File: src/rtl/player_mover.sv
// player_mover: owns the player sprite position, lives and alive/dead/game-over life cycle.
// Latency: one btnClk cycle from a sampled button/hit to the registered outputs.
// Backpressure: none; inputs are levels sampled every cycle, and outputs are always valid.
// Ports: btnClk/rst (sync, active-high); btns[3:0] = up/down/left/right, gated by *Enable;
//        hit = hazard collision; hPos/vPos = top-left corner; hOffset/vOffset = offset from spawn;
//        objWidth/objHeight = sprite size; color, lives, status = {blocked, dead, alive}.
module player_mover #(
  parameter int RECT_W        = 12,
  parameter int RECT_H        = 12,
  parameter int H_START       = 308,
  parameter int V_START       = 372,
  parameter int STEP          = 12,
  parameter int H_MIN         = 0,
  parameter int H_MAX         = 628,
  parameter int V_MIN         = 0,
  parameter int V_MAX         = 468,
  parameter int REPEAT_DELAY  = 8,
  parameter int REPEAT_RATE   = 4,
  parameter int LIVES         = 3,
  parameter int RESPAWN_TICKS = 16,
  parameter logic [2:0] COLOR = 3'b100
) (
  input  logic        btnClk,
  input  logic        rst,
  input  logic [3:0]  btns,
  input  logic        upEnable,
  input  logic        downEnable,
  input  logic        leftEnable,
  input  logic        rightEnable,
  input  logic        hit,
  output logic [11:0] hPos,
  output logic [11:0] vPos,
  output logic [31:0] hOffset,
  output logic [31:0] vOffset,
  output logic [11:0] objWidth,
  output logic [11:0] objHeight,
  output logic [2:0]  color,
  output logic [2:0]  lives,
  output logic [2:0]  status
);

  typedef enum logic [1:0] {ALIVE, DEAD, GAMEOVER} stateT;

  localparam logic signed [13:0] STEP_S  = 14'(STEP);
  localparam logic signed [13:0] H_MIN_S = 14'(H_MIN);
  localparam logic signed [13:0] H_MAX_S = 14'(H_MAX);
  localparam logic signed [13:0] V_MIN_S = 14'(V_MIN);
  localparam logic signed [13:0] V_MAX_S = 14'(V_MAX);
  localparam logic [15:0] DELAY_M1 = 16'(REPEAT_DELAY - 1);
  localparam logic [15:0] RATE_M1  = 16'(REPEAT_RATE - 1);

  stateT       state, stateNext;
  logic [3:0]  req, dir, prevDir;
  logic [15:0] repCnt, repCntNext;
  logic        repArmed, repArmedNext;
  logic [15:0] deadCnt, deadCntNext;
  logic [11:0] hNext, vNext, hMoved, vMoved;
  logic [2:0]  livesNext, colorNext, statusNext;
  logic [31:0] hOffNext, vOffNext;
  logic        blockedNext, hBlk, vBlk;
  logic        pressEdge, holding, repeatFire;
  logic signed [13:0] hTry, vTry;

  assign objWidth  = 12'(RECT_W);
  assign objHeight = 12'(RECT_H);

  // Lowest set request bit wins, so the active direction is always one-hot (or zero).
  assign req = btns & {rightEnable, leftEnable, downEnable, upEnable};
  assign dir = req & (~req + 4'd1);

  // prevDir tracks the active direction in every state, so a direction held across
  // reset or a respawn never looks like a fresh press.
  assign pressEdge  = (dir != 4'd0) && (dir != prevDir);
  assign holding    = (dir != 4'd0) && (dir == prevDir) && repArmed;
  assign repeatFire = holding && (repCnt == 16'd0);

  // Candidate step with clamping; 14-bit signed keeps underflow below zero visible.
  always_comb begin : moveCalc
    hTry = $signed({2'b00, hPos});
    vTry = $signed({2'b00, vPos});
    if (dir[0])      vTry = vTry - STEP_S;
    else if (dir[1]) vTry = vTry + STEP_S;
    else if (dir[2]) hTry = hTry - STEP_S;
    else if (dir[3]) hTry = hTry + STEP_S;

    hBlk = 1'b0;
    vBlk = 1'b0;
    if (hTry < H_MIN_S) begin
      hMoved = 12'(H_MIN);
      hBlk   = 1'b1;
    end else if (hTry > H_MAX_S) begin
      hMoved = 12'(H_MAX);
      hBlk   = 1'b1;
    end else begin
      hMoved = hTry[11:0];
    end
    if (vTry < V_MIN_S) begin
      vMoved = 12'(V_MIN);
      vBlk   = 1'b1;
    end else if (vTry > V_MAX_S) begin
      vMoved = 12'(V_MAX);
      vBlk   = 1'b1;
    end else begin
      vMoved = vTry[11:0];
    end
  end

  always_comb begin : nextState
    stateNext    = state;
    hNext        = hPos;
    vNext        = vPos;
    livesNext    = lives;
    deadCntNext  = deadCnt;
    repCntNext   = repCnt;
    repArmedNext = 1'b0;
    blockedNext  = 1'b0;
    case (state)
      ALIVE: begin
        if (hit) begin
          // A hit takes priority over any move requested in the same cycle.
          livesNext = lives - 3'd1;
          hNext     = 12'(H_START);
          vNext     = 12'(V_START);
          if (livesNext == 3'd0) begin
            stateNext = GAMEOVER;
          end else begin
            stateNext   = DEAD;
            deadCntNext = 16'(RESPAWN_TICKS);
          end
        end else if (pressEdge || repeatFire) begin
          hNext        = hMoved;
          vNext        = vMoved;
          blockedNext  = hBlk | vBlk;
          repArmedNext = 1'b1;
          repCntNext   = pressEdge ? DELAY_M1 : RATE_M1;
        end else if (holding) begin
          repArmedNext = 1'b1;
          repCntNext   = repCnt - 16'd1;
        end
      end
      DEAD: begin
        if (deadCnt <= 16'd1) begin
          stateNext   = ALIVE;
          deadCntNext = 16'd0;
        end else begin
          deadCntNext = deadCnt - 16'd1;
        end
      end
      default: ;
    endcase
  end

  always_comb begin : outputDecode
    colorNext  = 3'b000;
    statusNext = 3'b000;
    case (stateNext)
      ALIVE: begin
        colorNext  = COLOR;
        statusNext = {blockedNext, 2'b01};
      end
      DEAD:    statusNext = 3'b010;
      default: ;
    endcase
    hOffNext = {20'd0, hNext} - 32'(H_START);
    vOffNext = {20'd0, vNext} - 32'(V_START);
  end

  always_ff @(posedge btnClk) begin : stateReg
    prevDir <= dir;
    if (rst) begin
      state    <= ALIVE;
      hPos     <= 12'(H_START);
      vPos     <= 12'(V_START);
      hOffset  <= 32'd0;
      vOffset  <= 32'd0;
      lives    <= 3'(LIVES);
      status   <= 3'b001;
      color    <= COLOR;
      repCnt   <= 16'd0;
      repArmed <= 1'b0;
      deadCnt  <= 16'd0;
    end else begin
      state    <= stateNext;
      hPos     <= hNext;
      vPos     <= vNext;
      hOffset  <= hOffNext;
      vOffset  <= vOffNext;
      lives    <= livesNext;
      status   <= statusNext;
      color    <= colorNext;
      repCnt   <= repCntNext;
      repArmed <= repArmedNext;
      deadCnt  <= deadCntNext;
    end
  end

endmodule

File: config.mk
export PLATFORM = sky130hd
export DESIGN_NAME = player_mover
export DESIGN_NICKNAME = d
export VERILOG_FILES = /design/src/rtl/player_mover.sv
export SDC_FILE = /design/constraint.sdc
export NUM_CORES = 1
export LEC_CHECK = 0
export ABC_AREA = 1
export CORE_MARGIN = 1
export CORE_UTILIZATION = 65
export DETAILED_ROUTE_END_ITERATION = 10
export DONT_BUFFER_PORTS = 1
export PLACE_DENSITY = 0.78
export REMOVE_ABC_BUFFERS = 1
export SLEW_MARGIN = 10
export SYNTH_ARGS = -nofsm -noshare
export SYNTH_HDL_FRONTEND = slang
export SYNTH_SLANG_ARGS = --single-unit
File: constraint.sdc
create_clock -name btnClk -period 6.2 [get_ports btnClk]
set_input_delay 1.55 -clock btnClk [delete_from_list [all_inputs] [get_ports btnClk]]
set_output_delay 1.55 -clock btnClk [all_outputs]
set_load 0.02 [all_outputs]
== After elaboration in Yosys (flattened, before gate mapping) ==
Index checks and enable logic that the tools add are counted.
Cells by class
  $add $sub $neg: 10
  $lt $le $gt $ge: 5
  equal/unequal tests: 6
  mux-type cells: 38
  bitwise gates (word level): 6
  reduce and logical (&&, ||, !) cells: 16
Operators with widths (number)
  12-bit two-way mux: 10
  16-bit two-way mux: 5
  14-bit two-way mux: 4
  16-bit one-hot mux with 2 select lines: 1
  16-bit by 1-bit subtractor with 16-bit output, second input constant: 2
  14-bit by 1-bit < comparator with 1-bit output, second input constant: 2
  12-bit by 4-bit adder with 13-bit output, second input constant: 2
  13-bit two-way mux: 2
  12-bit by 4-bit subtractor with 13-bit output, second input constant: 2
  12-bit by 9-bit subtractor with 13-bit output, second input constant: 2
  16-bit by 1-bit <= comparator with 1-bit output, second input constant: 1
  16-bit zero test: 1
  14-bit by 10-bit greater-than comparator with 1-bit output, second input constant: 1
  14-bit by 11-bit greater-than comparator with 1-bit output, second input constant: 1
  1-bit two-way mux: 9
  4-bit AND: 2
  2-bit two-way mux: 3
  3-bit two-way mux: 2
  3-bit one-hot mux with 2 select lines: 1
  3-bit AND reduction: 2
  4-bit by 1-bit adder with 4-bit output, second input constant: 1
  2-bit by 1-bit equality test with 1-bit output, second input constant: 2
  4-bit equality test: 1
  1-bit logical AND: 4
  14 further kinds: 18
Storage, ports and cells
  register bits: 136
  bits of input ports: 11
  logic and storage cells: 93

== Logic depth before layout (Yosys ltp) ==
Gate-level depths: netlist (run 1).
  depth after elaboration: 16
  gate-level depth with buffers: 25
  depth with buffers taken out: 25

== Least setup slack after synthesis (run 1) ==
Ideal clock, no wire load.
  path kind: input port to flip-flop
  from: input port btns[1]
  to: register hOffset[10]
  data arrival time: 3572 ps
  data required time: 6085 ps
  setup slack: 2513 ps
  stages on the path: 20
  buffers on the path: 0
  cells stage by stage: nand2_4 nand2_8 a21oi_4 nand3_2 nor2_4 xor2_2 nand2_1 nand2_2 nand2_2 nand2_1 nand2_1 nand2_1 nand2_2 ha_1 inv_1 nand3_2 nor2_2 nand3_2 a21oi_1 nor2_1
On the way
  longest elaborated chain between the ends: 15
  elaborated cells on any way between the ends: 24
  classes of those cells: add/sub (2); order compare (2); eq/ne (2); mux (9); bitwise (3); reduce/logical (6)
Ends and longest elaborated chain
  start, declared: RTL line 25  | input logic [3:0] btns,
  4-bit AND *: RTL line 68  | assign req = btns & {rightEnable, leftEnable, downEnable, upEnable};
  4-bit NOT: RTL line 69  | assign dir = req & (~req + 4'd1);
  4-bit by 1-bit adder with 4-bit output: RTL line 69
  4-bit AND *: RTL line 69
  13-bit two-way mux: RTL line 84  | else if (dir[3]) hTry = hTry + STEP_S;
  14-bit two-way mux: RTL line 83  | else if (dir[2]) hTry = hTry - STEP_S;
  14-bit two-way mux: RTL line 82  | else if (dir[1]) vTry = vTry + STEP_S;
  14-bit two-way mux: RTL line 81  | if (dir[0]) vTry = vTry - STEP_S;
  14-bit by 11-bit greater-than comparator with 1-bit output: RTL line 91  | end else if (hTry > H_MAX_S) begin
  12-bit two-way mux: RTL line 91
  12-bit two-way mux: RTL line 88  | if (hTry < H_MIN_S) begin
  12-bit two-way mux *: RTL line 130  | end else if (pressEdge || repeatFire) begin
  12-bit two-way mux *: RTL line 119  | if (hit) begin
  12-bit two-way mux *: RTL line 117  | case (state)
  12-bit by 9-bit subtractor with 13-bit output *: RTL line 164  | hOffNext = {20'd0, hNext} - 32'(H_START);
  end signal, assigned: RTL line 186  | hOffset <= hOffNext;
  end, declared: RTL line 33  | output logic [31:0] hOffset,
Every way passes the cells marked *; elsewhere a longest branch is shown, timed or not.
A chain may end at the register's enable or synchronous reset.

== Final worst setup path (run 1) ==
  from: input port btns[0]
  to: register hOffset[10]
The elaborated chain is that of the path after synthesis.

==> metrics.md, run 1 <==
| Metric | Value |
|---|---|
| Post-CTS setup buffer count | `0` |
| Largest net degree at the start of global routing | `29` |
| Wirelength, routed | `~13 mm` |
| Power Density | `approximately 420 mW/mm²` |
| Max Clk Rate | `247 MHz` |
| Detailed placer's ending HPWL | `9.63 mm` |
| Hold Vio Cnt, Final | `0` |
| Largest cells by area after synthesis | `dfxtp_1 30%, nand2_1 12%, buf_4 9.4%` |
| H-tree levels | `3` |
| CP Max Fanout | `19` |
| Final setup vio count | `0` |
| Seq/Total Area, Yosys | `0.296` |
| Cells on worst reg2reg path | `22` |
| Worst slew pin tran | `1130 ps` |
| Root Driver | `clkbuf_8` |
| Met3 Resource Use GR | `0.0525` |
| Clock slew at reported path FFs | `90 ps` |
| Clk_skew | `~15 ps` |
| Core Util, Final | `0.650` |
| DR iter-0 viols | `313` |
| DIE WIDTH | `around 97 µm` |
| Post-synth ARST share | `0` |
| Routed vias | `5130` |
| Die H | `97.2 µm` |
| WS Path Type | `in -> reg` |
| CTS sink cnt | `87` |
| Cell depth of the worst hold path | `1` |
| CTS tree | `built` |
| Synth top area share | `0.296` |
| # IOs | `132` |
| Slew margin rel. | `0.250` |
| Post-synth EDFFs | `0` |
| Primary FF master, synth | `dfxtp_1` |
| Global Route Usage Sum | `0.283` |
| Synth cell count leaders | `181 x nand2_1, 113 x nor2_1, 104 x inv_1` |
| Port Buf Inserts | `0` |
| Tot Pwr | `0.00241 W` |
| Syn_area_per_cell | `6.71 µm²` |
| Initial antenna violation count | `0` |
| CP Cell Sequence | `nand2_4, nand2_8, a21oi_4, nor2_1, inv_1, nand3_1, nand2_4, inv_2, nor2_2, nand2_1, nand2_1, nand2_2, ha_1, inv_1, nand3_2, nor2_2, nand3_2, a21oi_1, nor2_1` |
| RSZ-0062 raised after global routing | `no` |
| WP data arrival | `4290 ps` |
| Vias in the first global route | `4855` |
| Tmin final | `4040 ps` |
| Post-synthesis cell count | `878` |
| Fin. max-slew vios | `0` |
| Rows | `34` |
| Reg2Reg Setup Slack | `2900 ps` |
| CTS Hold Bufs | `0` |
| CTS buffer count | `9` |
| Via/cell ratio | `between 5 and 6` |
| Leak | `2.85 nW` |
| Diode count | `0` |
| Gr ovfl total | `0` |
| Crit start category | `input pin` |
| Yosys warns | `0` |
| Final period util | `0.652` |
| Critical-path top delay cell | `a21oi_4` |
| Synth Cell Area | `0.00589 mm²` |
| Nets | `856` |
| Hold Crit Start | `repCnt[14]` |
| GR Util met1 | `0.367` |
| Initial Utilization | `0.672` |
| First-pass GRT wire length | `22.2 mm` |
| Met2 GRT Util | `0.469` |
| Die area | `0.00945 mm²` |
| Synth area leader | `dfxtp_1` |
| Status | `complete, no violations` |
| Placeable Area | `0.00876 mm²` |
| Distinct cells, synth | `49` |
| Max-Cap Viols | `0` |
| Antenna Nets Post-Route | `0` |
| Critical Path RT | `6450 ps` |
| Max clock buf depth | `2` |
| GP Congestion | `0.904` |
| Post_cts resized | `0` |
| Worst Hold Class | `reg -> reg` |
| Clock latency on the worst-skew pair | `approximately 360 ps` |
| DR DRC count | `0` |
| DR WL/cell | `13.7 µm` |
| Seq cells post-synth | `between 80 and 90` |
| R2R Path End | `hOffset[10]` |
| Hold worst-path end | `repCnt[14]` |
| TritonRoute pass-1 iters | `5` |
| FF-to-FF Start | `hPos[2]` |
| Layout cells sized above 1 | `0.113` |
| VDD IR-drop max | `198 µV` |
| Global route hottest layer | `met2` |
| Slowest Stage Delay on Critical Path | `270 ps` |
| Setup TNS | `0 ps` |
| Crit end category | `register` |
| Area Growth Syn to Fin | `-3.36%` |
| Most frequent cell after synthesis | `nand2_1` |
-- cells by family after synthesis --
family | synth area share
buf+inv | 0.185
compound gates | 0.121
simple gates | 0.341
xor+xnor | 0.0308
fa+ha+maj | 0.0255
other cells | 0.00127
flops | 0.296
-- state kept, by name (all words and copies together), names as in the netlist --
signal / count
status: 3
state: 2
vOffset: 11
vPos: 10
repArmed: 1
hOffset: 11
prevDir: 4
hPos: 10
repCnt: 16
lives: 3
deadCnt: 16
-- layer usage --
layer	part of all wire	vias up
met1	0.47	2345
met3	0.063	19
li1	-	2582
met4	0.011	0
met2	0.46	184
met5	0	-
-- report_power, final --
part	internal (W)	switching, W
Combinational	0.000331	0.000650
Sequential	0.000705	0.000360
Clock	0.000148	0.000216
-- worst max-delay path, delay by kind of cell --
kind	cells	cell delay, ps
AOI/OAI and AO/OA	2	450
adders and majority gates	1	210
buffers and inverters	3	350
and+or+nand+nor	13	1690
-- how the worst max path moves through the flow --
stage	to	slack (ps)	startpoint	cells past startpoint
5_1_grt	hOffset[10]	1980	btns[0]	20
3_5_place_dp	hOffset[10]	1880	btns[0]	19
4_1_cts	hOffset[10]	2250	btns[0]	19
3_3_place_gp	hOffset[10]	2090	btns[0]	19
6_report	hOffset[10]	2160	btns[0]	19
2_1_floorplan	hOffset[12]	1810	hOffset[30]	0
-- cells in the final DEF, fill, tap and decap left out, types with 9 or more instances in the layout --
master / instances
ha_1: 12
xor2_1: 13
nor2_1: 113
inv_2: 11
nand3_1: 55
conb_1: 34
a21oi_1: 47
o21ai_0: 37
clkbuf_8: 9
dfxtp_1: 85
nand4_1: 12
nor3_1: 14
inv_1: 104
nand2_2: 21
nand2_1: 181
-- stage by stage --
| stage | hold WS [ps] | setup slack (ps) | cells | instance area [µm²] |
|---|---|---|---|---|
| after floorplan | 423 | 1810 | 821 | 5370 |
| after global placement | 438 | 2090 | 930 | 5520 |
| after detailed placement | 461 | 1880 | 930 | 5520 |
| after CTS | 476 | 2250 | 946 | 5690 |
| after global routing | 499 | 1980 | 946 | 5690 |
| final | 476 | 2160 | 946 | 5690 |
-- layout make-up --
cell class / count / area [µm²]
clock buffers: 10 / 128
clock inverters: 6 / 45.0
fillers: 822 / 3070
inverters: 118 / 450
multi-input cells: 616 / 3180
flip-flops and latches: 87 / 1750
well taps: 108 / 135
repair buffers: 1 / 7.51
Power figures use the tool's default switching activity.
==> run 2, diff against run 1 <==
==> constraint.sdc (replaced) <==
create_clock -name btnClk -period 3.9 [get_ports btnClk]
set_input_delay 0.975 -clock btnClk [delete_from_list [all_inputs] [get_ports btnClk]]
set_output_delay 0.975 -clock btnClk [all_outputs]
set_load 0.02 [all_outputs]
==> metrics.md, run 2 (same netlist as run 1, synthesis figures left out) <==
| Metric | Value |
|---|---|
| Port Buf Inserts | `0 (unchanged)` |
| Area Growth Syn to Fin | `-1.95%` |
| Clock latency on the worst-skew pair | `360 ps (about the same)` |
| Die area | `0.00945 mm² (unchanged)` |
| Met2 GRT Util | `0.459 (-0.00975)` |
| CP Cell Sequence | `nand2_4, nand2_8, a21oi_4, nor2_1, inv_1, nand3_1, nand2_4, inv_2, nor2_2, nand2_1, nand2_1, nand2_2, ha_1, inv_1, nand3_2, nor2_2, nand3_2, a21oi_1, nor2_1` |
| Initial Utilization | `0.672 (unchanged)` |
| Biggest regs | `deadCnt: 16 flops, repCnt: 16 flops` |
| Leak | `2.89 nW (+1.4%)` |
| DIE WIDTH | `97.2 µm (unchanged)` |
| Flop pwr share | `0.423 (-0.019)` |
| Crit start category | `input pin` |
| Initial antenna violation count | `0 (unchanged)` |
| Met3 Resource Use GR | `0.0561 (+0.00360)` |
| CTS tree | `built` |
| CP top delay family | `simple AND/OR/NAND/NOR gates` |
| Crit end category | `register` |
| Max Clk Rate | `297 MHz` |
| Post_cts resized | `0 (unchanged)` |
| Worst Hold Class | `reg -> reg` |
| CTS Hold Bufs | `0 (unchanged)` |
| Diode count | `0 (unchanged)` |
| Fin area | `0.00578 mm² (+1.5%)` |
| Commonest non-fill, non-tap cell in the layout | `nand2_1` |
| # IOs | `132 (unchanged)` |
| VDD IR-drop max | `353 µV (+78%)` |
| Sw Share | `0.485 (-0.0242)` |
| Routed vias | `5144 (+0.27%)` |
| Hold Vio Cnt, Final | `0 (unchanged)` |
| WS Path Type | `in -> reg` |
| First-pass GRT wire length | `22.2 mm (about the same)` |
| Tmin final | `3370 ps` |
| Placeable Area | `0.00876 mm² (unchanged)` |
| Setup TNS | `0 ps (unchanged)` |
| Global route hottest layer | `met2` |
| Slew margin rel. | `0.252 (+0.00147)` |
| Via/cell ratio | `5.42 (about the same)` |
| Post-CTS setup buffer count | `0 (unchanged)` |
| Largest net degree at the start of global routing | `29 (unchanged)` |
| RSZ-0062 raised after global routing | `no` |
| Rows | `34 (unchanged)` |
| Global Route Usage Sum | `0.282 (about the same)` |
| Core Util, Final | `0.659 (+0.00942)` |
| Worst slew pin tran | `1130 ps (-2.22 ps)` |
| Fin. max-slew vios | `0 (unchanged)` |
| Antenna Nets Post-Route | `0 (unchanged)` |
| GR Util met1 | `0.366 (-0.00145)` |
| Max clock buf depth | `2 (unchanged)` |
| Gr ovfl total | `0 (unchanged)` |
| Worst Path Buf+Inv | `3 (unchanged)` |
| Placed cell area | `0.00554 mm² (+0.41%)` |
| Wirelength, routed | `12.7 mm (-2.1%)` |
| CTS buffer count | `9 (unchanged)` |
| Power Density | `691 mW/mm² (+63%)` |
| WP data arrival | `3630 ps (-660 ps)` |
| Critical Path RT | `4160 ps (-2290 ps)` |
| DR DRC count | `0 (unchanged)` |
| CTS sink cnt | `87 (unchanged)` |
| Final period util | `0.864` |
| Die H | `97.2 µm (unchanged)` |
| Comb pwr share | `0.394 (-0.013)` |
| Worst hold slack | `459 ps (-17.2 ps)` |
| Vias in the first global route | `4936 (+1.7%)` |
| TritonRoute pass-1 iters | `5 (unchanged)` |
| Layout cells sized above 1 | `0.115 (+0.00197)` |
| Clk_skew | `11.8 ps (-3.42 ps)` |
| H-tree levels | `3 (unchanged)` |
| Detailed placer's ending HPWL | `9.56 mm (-0.67%)` |
| CP Max Fanout | `19 (unchanged)` |
| Most frequent cells in the layout | `181 x nand2_1, 113 x nor2_1, 104 x inv_1` |
| DR WL/cell | `13.4 µm (-2.4%)` |
| GP Congestion | `0.889 (-1.7%)` |
| Root Driver | `clkbuf_8` |
| Status | `complete, no violations` |
| Nets | `859 (+0.35%)` |
| Cell internal pwr | `0.00206 W (+74%)` |
| Slowest Stage Delay on Critical Path | `270 ps (about the same)` |
| Psw | `0.00193 W (+58%)` |
| Final setup vio count | `0 (unchanged)` |
| Max-Cap Viols | `0 (unchanged)` |
| Clock slew at reported path FFs | `80 ps (about the same)` |
| DR iter-0 viols | `259 (-17%)` |
| Critical-path top delay cell | `a21oi_4` |
| Clk pwr share | `0.183 (+0.032)` |
-- run 2: final timing paths --
| path | startpoint | endpoint | slack (ps) | depth (start not counted) |
|---|---|---|---|---|
| worst max-delay path | btns[0] | hOffset[10] | 530 | 19 |
| worst min-delay path | repCnt[5] | repCnt[5] | 460 | 1 |
| worst max register to register | hPos[3] | hOffset[10] | 680 | 23 |
| worst min register to register | repCnt[5] | repCnt[5] | 460 | 1 |
-- run 2: area by class of cell --
type	count	area, µm²
multi-input combinational	616	3180
fill	792	2990
sequential	87	1750
inverter	118	450
clock buffer	12	156
tap	108	135
clock inverter	4	76.3
timing repair buffer	4	30.0
-- run 2: power by group through the flow --
stage | logic, W | registers (W) | clock network, W
after global placement | 0.00150 | 0.00170 | 0
after detailed placement | 0.00155 | 0.00171 | 0
after CTS | 0.00156 | 0.00169 | 0.000742
after global routing | 0.00180 | 0.00173 | 0.000773
after floorplan | 0.00125 | 0.00164 | 0
final | 0.00157 | 0.00169 | 0.000732
-- run 2: metrics by stage --
step	std cells	total power [W]	worst slack, ps
6_report	949	0.00399	529
2_1_floorplan	821	0.00289	83.4
3_3_place_gp	933	0.00320	366
4_1_cts	949	0.00399	573
5_1_grt	949	0.00431	268
3_5_place_dp	933	0.00326	211
-- run 2: metal layers --
| metal | vias to the layer above | wire (µm) |
|---|---|---|
| li1 | 2586 | - |
| met1 | 2335 | 5760 |
| met2 | 201 | 5820 |
| met3 | 22 | 900 |
| met4 | 0 | 250 |
| met5 | - | 0 |
